`src/rtl/memory_arbiter.sv`:
```
// memory_arbiter: responder end of the request-unit interface. Serializes
// instruction fetches and data reads/writes onto a single-port RAM with
// variable latency, alternates grants when both sides are pending, and
// aborts any access that stalls longer than TIMEOUT cycles.
module memory_arbiter #(
  parameter int                ADDR_W   = 32,
  parameter int                DATA_W   = 32,
  parameter int                TIMEOUT  = 64,
  parameter logic [DATA_W-1:0] BAD_WORD = 32'hBAD1BAD1
) (
  input  logic              CLK,
  input  logic              RST,
  input  logic              iREN,
  input  logic [ADDR_W-1:0] iaddr,
  input  logic              dmemREN,
  input  logic              dmemWEN,
  input  logic [ADDR_W-1:0] daddr,
  input  logic [DATA_W-1:0] dstore,
  output logic              ihit,
  output logic [DATA_W-1:0] iload,
  output logic              dhit,
  output logic [DATA_W-1:0] dload,
  output logic              ram_ren,
  output logic              ram_wen,
  output logic [ADDR_W-1:0] ram_addr,
  output logic [DATA_W-1:0] ram_wdata,
  input  logic [DATA_W-1:0] ram_rdata,
  input  logic              ram_ack,
  output logic              err
);

  localparam int                CNT_W   = $clog2(TIMEOUT + 1);
  localparam logic [CNT_W-1:0]  CNT_MAX = CNT_W'(TIMEOUT - 1);

  // last_grant encoding
  localparam logic G_INSTR = 1'b0;
  localparam logic G_DATA  = 1'b1;

  typedef enum logic [1:0] {
    S_IDLE  = 2'd0,
    S_DATA  = 2'd1,
    S_INSTR = 2'd2,
    S_HOLD  = 2'd3
  } state_t;

  state_t            state_q, state_d;
  logic [CNT_W-1:0]  cnt_q, cnt_d;
  logic              last_q, last_d;
  logic [ADDR_W-1:0] addr_q, addr_d;
  logic [DATA_W-1:0] wdata_q, wdata_d;
  logic              wr_q, wr_d;
  logic              ihit_q, ihit_d;
  logic              dhit_q, dhit_d;
  logic [DATA_W-1:0] iload_q, iload_d;
  logic [DATA_W-1:0] dload_q, dload_d;
  logic              err_q, err_d;

  logic d_pend, i_pend, grant_d, grant_i, done;

  // Next-state logic: arbitration in IDLE, ack/watchdog completion in the
  // access states, and a single HOLD cycle so a still-asserted request is
  // not served twice.
  always_comb begin
    state_d = state_q;
    cnt_d   = cnt_q;
    last_d  = last_q;
    addr_d  = addr_q;
    wdata_d = wdata_q;
    wr_d    = wr_q;
    ihit_d  = 1'b0;
    dhit_d  = 1'b0;
    iload_d = iload_q;
    dload_d = dload_q;
    err_d   = err_q;
    d_pend  = dmemREN | dmemWEN;
    i_pend  = iREN;
    grant_d = d_pend && (!i_pend || last_q == G_INSTR);
    grant_i = i_pend && !grant_d;
    done    = ram_ack || (cnt_q == CNT_MAX);
    case (state_q)
      S_IDLE: begin
        if (grant_d) begin
          state_d = S_DATA;
          addr_d  = daddr;
          wdata_d = dstore;
          wr_d    = dmemWEN;   // read+write together resolves to a write
          cnt_d   = '0;
        end else if (grant_i) begin
          state_d = S_INSTR;
          addr_d  = iaddr;
          wr_d    = 1'b0;
          cnt_d   = '0;
        end
      end
      S_DATA: begin
        if (done) begin
          state_d = S_HOLD;
          cnt_d   = '0;
          dhit_d  = 1'b1;
          last_d  = G_DATA;
          if (ram_ack) begin
            dload_d = wr_q ? '0 : ram_rdata;
          end else begin
            dload_d = BAD_WORD;
            err_d   = 1'b1;
          end
        end else begin
          cnt_d = cnt_q + 1'b1;
        end
      end
      S_INSTR: begin
        if (done) begin
          state_d = S_HOLD;
          cnt_d   = '0;
          ihit_d  = 1'b1;
          last_d  = G_INSTR;
          if (ram_ack) begin
            iload_d = ram_rdata;
          end else begin
            iload_d = BAD_WORD;
            err_d   = 1'b1;
          end
        end else begin
          cnt_d = cnt_q + 1'b1;
        end
      end
      default: begin
        state_d = S_IDLE;
      end
    endcase
  end

  // State and output registers; reset clears everything, including any
  // in-flight access, which then completes without a hit.
  always_ff @(posedge CLK) begin
    if (RST) begin
      state_q <= S_IDLE;
      cnt_q   <= '0;
      last_q  <= G_INSTR;
      addr_q  <= '0;
      wdata_q <= '0;
      wr_q    <= 1'b0;
      ihit_q  <= 1'b0;
      dhit_q  <= 1'b0;
      iload_q <= '0;
      dload_q <= '0;
      err_q   <= 1'b0;
    end else begin
      state_q <= state_d;
      cnt_q   <= cnt_d;
      last_q  <= last_d;
      addr_q  <= addr_d;
      wdata_q <= wdata_d;
      wr_q    <= wr_d;
      ihit_q  <= ihit_d;
      dhit_q  <= dhit_d;
      iload_q <= iload_d;
      dload_q <= dload_d;
      err_q   <= err_d;
    end
  end

  assign ram_ren   = (state_q == S_INSTR) || (state_q == S_DATA && !wr_q);
  assign ram_wen   = (state_q == S_DATA) && wr_q;
  assign ram_addr  = addr_q;
  assign ram_wdata = wdata_q;
  assign ihit      = ihit_q;
  assign dhit      = dhit_q;
  assign iload     = iload_q;
  assign dload     = dload_q;
  assign err       = err_q;

endmodule

```
`config.mk`:
```
export PLATFORM = sky130hd
export DESIGN_NAME = memory_arbiter
export DESIGN_NICKNAME = d
export VERILOG_FILES = /design/src/rtl/memory_arbiter.sv
export SDC_FILE = /design/constraint.sdc
export NUM_CORES = 1
export LEC_CHECK = 0
export ABC_AREA = 1
export CORE_MARGIN = 8
export CORE_UTILIZATION = 42
export CTS_CLUSTER_DIAMETER = 50
export DETAILED_ROUTE_END_ITERATION = 8
export GPL_TIMING_DRIVEN = 0
export PLACE_DENSITY = 0.79
export SKIP_CTS_REPAIR_TIMING = 1
export SLEW_MARGIN = 25
export SYNTH_ARGS = -nofsm -noshare
export SYNTH_HDL_FRONTEND = slang
export SYNTH_SLANG_ARGS = --single-unit
```
`constraint.sdc`:
```
create_clock -name CLK -period 1.7 [get_ports CLK]
set_input_delay 0.34 -clock CLK [delete_from_list [all_inputs] [get_ports CLK]]
set_output_delay 0.34 -clock CLK [all_outputs]
set_load 0.05 [all_outputs]
```
==> results_dict.tcl <==
set metrics [dict create \
    syn-num-nets 995 \
    portBuffers 264 \
    worstHoldPathType "in -> reg" \
    stdcell_area_um2 9720 \
    seq_area_um2 2850 \
    num_io_pins 267 \
    nFillCells 1165 \
    gp_congestion 0.834 \
    placed_area_um2 8730 \
    p_total_mw 14.1 \
    final_common_cell "nand2_1" \
    reg2reg_setup_slack_ps 150 \
    path_clk_slew_ps 50 \
    arrival_ps 1340 \
    synthAdderAreaFrac 0.0107 \
    avgViaCountPerCell 4.68 \
    post-route-util 0.706 \
    dieHeight_um 134 \
    start_util 0.426 \
    root_buffer "clkbuf_16" \
    synth_compound_area_frac 0.107 \
    dp_hpwl_um 15700 \
    drv_cap 0 \
    synth_top_family_by_area "simple AND/OR/NAND/NOR gates" \
    row_count 43 \
    crit_buf_inv 3 \
    powerDensity_nw_per_um2 1450 \
    hold_viol 0 \
    timing.setup.tns_ps 0 \
    ys_ff_latch 142 \
    cts_tree "built" \
    synthCells 856 \
    grt_max_degree 17 \
    cp_max_fo 5 \
    crit_family "flip-flops" \
    clock-sinks 142 \
    post_drt_wl_per_cell_um 15.2 \
    multiInputGateArea_um2 2580 \
    crit_type "reg -> out" \
    layout_common_cells "nand2_1 (380), dfxtp_1 (138), clkdlybuf4s50_1 (131), dlymetal6s2s_1 (131), a21oi_1 (102)" \
    ys_warn_count 0 \
    post-route-min-period_ps 1680 \
    via_count 6235 \
    netlist_area_um2 5870 \
    cp_slowest_cell "dfxtp_4" \
    synth_seq_area_share 0.485 \
    antenna_found_initial 0 \
    worst_pin_slew_ps 604 \
    async_reset_ff_frac 0 \
    vdd_drop_max_v 0.000727 \
    diodes 0 \
    yosys.cell_types.count 25 \
    area_delta_synth_final_pct 65.7 \
    gr-total-overflow 0 \
    setup_viol 0 \
    dp_cells 1300 \
    drc 0 \
    grt_pass1_wl_um 30400 \
    synthMuxAreaShare 0 \
    die-width_um 134 \
    synth_ff_type "dfxtp_1" \
    critPathCaptureType "output port" \
    critPathLaunchType "register" \
    worstPathCellList "inv_4 -> ha_4 -> inv_2 -> o21ai_2 -> buf_6" \
    dieArea_um2 18000 \
    rsz0062_at_grt "yes" \
    final_layout_size_suffix_gt1_frac 0.0763 \
    synth_edf_count 0 \
    p_leak_nw 6.30 \
    finalNetCount 1283 \
    cp.required_ps 1360 \
    core_um2 13800 \
    grt.total_usage 0.215 \
    synth-simple-area-share 0.313 \
    clock_path_buffers 2 \
    finalWirelength_um 20200 \
    clkLatencyLatePin_ps 430 \
    h-tree-depth 4 \
    drtPass1Iterations 5 \
    cts_buffers 17 \
    maxSlewHeadroom 0.597 \
    syn_area_per_cell_um2 6.85 \
    status "finished clean" \
    critPathMaxStageDelay_ps 360 \
    grt_pass1_vias 5942 \
    drtIter0Drc 297 \
    ant_nets 0 \
    finalClockSkew_ps 11.4 \
    yosys.area_share.xor_xnor 0 \
    layout.cells.non_filler 1333 \
    drv_slew 0 \
    fmax_mhz 595 \
    period_share 0.989 \
]
==> cell usage after synthesis, types with 2 or more instances <==
cell type  instances  share of area
a21oi_1          102          0.087
buf_1              6         0.0038
buf_2             22          0.019
buf_4              3         0.0038
clkbuf_1          16          0.010
dfxtp_1          142           0.48
ha_1               5          0.011
inv_1             68          0.044
inv_2              2         0.0013
nand2_1          383           0.25
nand2_2            2         0.0021
nand3_1           39          0.033
nor2_1            34          0.022
nor3_1             2         0.0017
o21ai_0           20          0.017
==> registers in the layout (all words and copies together) (netlist names) <==
signal     count
cnt_q          7
dhit           1
dload         32
err            1
ihit           1
iload         32
last_q         1
ram_addr      32
ram_wdata     32
state_q        2
wr_q           1
==> layout make-up <==
cell class | instances | share of cell area
repair buffers | 269 | 0.310
clock inverters | 6 | 0.00657
flip-flops and latches | 142 | 0.294
well taps | 180 | 0.0232
plain buffers | 49 | 0.0251
multi-input cells | 594 | 0.265
inverters | 71 | 0.0277
clock buffers | 22 | 0.0488
==> where the power goes <==
| group | switching (mW) | internal (mW) | leakage [nW] |
|---|---|---|---|
| logic | 4.29 | 2.07 | 4.88 |
| registers | 0.323 | 3.98 | 1.16 |
| clock network | 1.38 | 2.09 | 0.260 |
| total | 5.99 | 8.14 | 6.30 |
==> per-layer routing <==
metal  wire length (um)  vias to the layer above  track usage
li1                   -                     3211            -
met3               1960                       40       0.0939
met1               7970                     2753        0.227
met4                584                        0        0.111
met5                  0                        -            0
met2               9730                      231        0.358
==> worst paths after layout <==
| kind | end | cells past startpoint | startpoint |
|---|---|---|---|
| setup / recovery | ram_ren | 5 | state_q[1] |
| hold / removal | iload[1] | 5 | ram_ack |
| setup reg to reg | ram_wdata[7] | 6 | state_q[0] |
| hold reg to reg | dload[7] | 2 | dload[7] |
==> worst reg2reg max path, delay by kind of cell, from the launching register on <==
kind / cells / cell delay [ps]
adder cells (fa/ha/maj): 1 / 220
buffers and inverters: 2 / 450
AND/OR/NAND/NOR: 2 / 260
flip-flops: 1 / 370
AO/OA/AOI/OAI: 1 / 180
==> through the flow <==
step / hold WS, ps / setup WS (ps)
final: 351 / 18.6
after global routing: 372 / -36.7
after CTS: 332 / -855
after detailed placement: 440 / -400
after global placement: 436 / -376
after floorplan: 437 / 1.38
==> logic make-up after synthesis <==
| family | Yosys count |
|---|---|
| AND/OR/NAND/NOR | 465 |
| flip-flops | 142 |
| AO/OA/AOI/OAI | 124 |
| buffers and inverters | 120 |
| adder cells (fa/ha/maj) | 5 |
(Power assumes the default switching activity.)
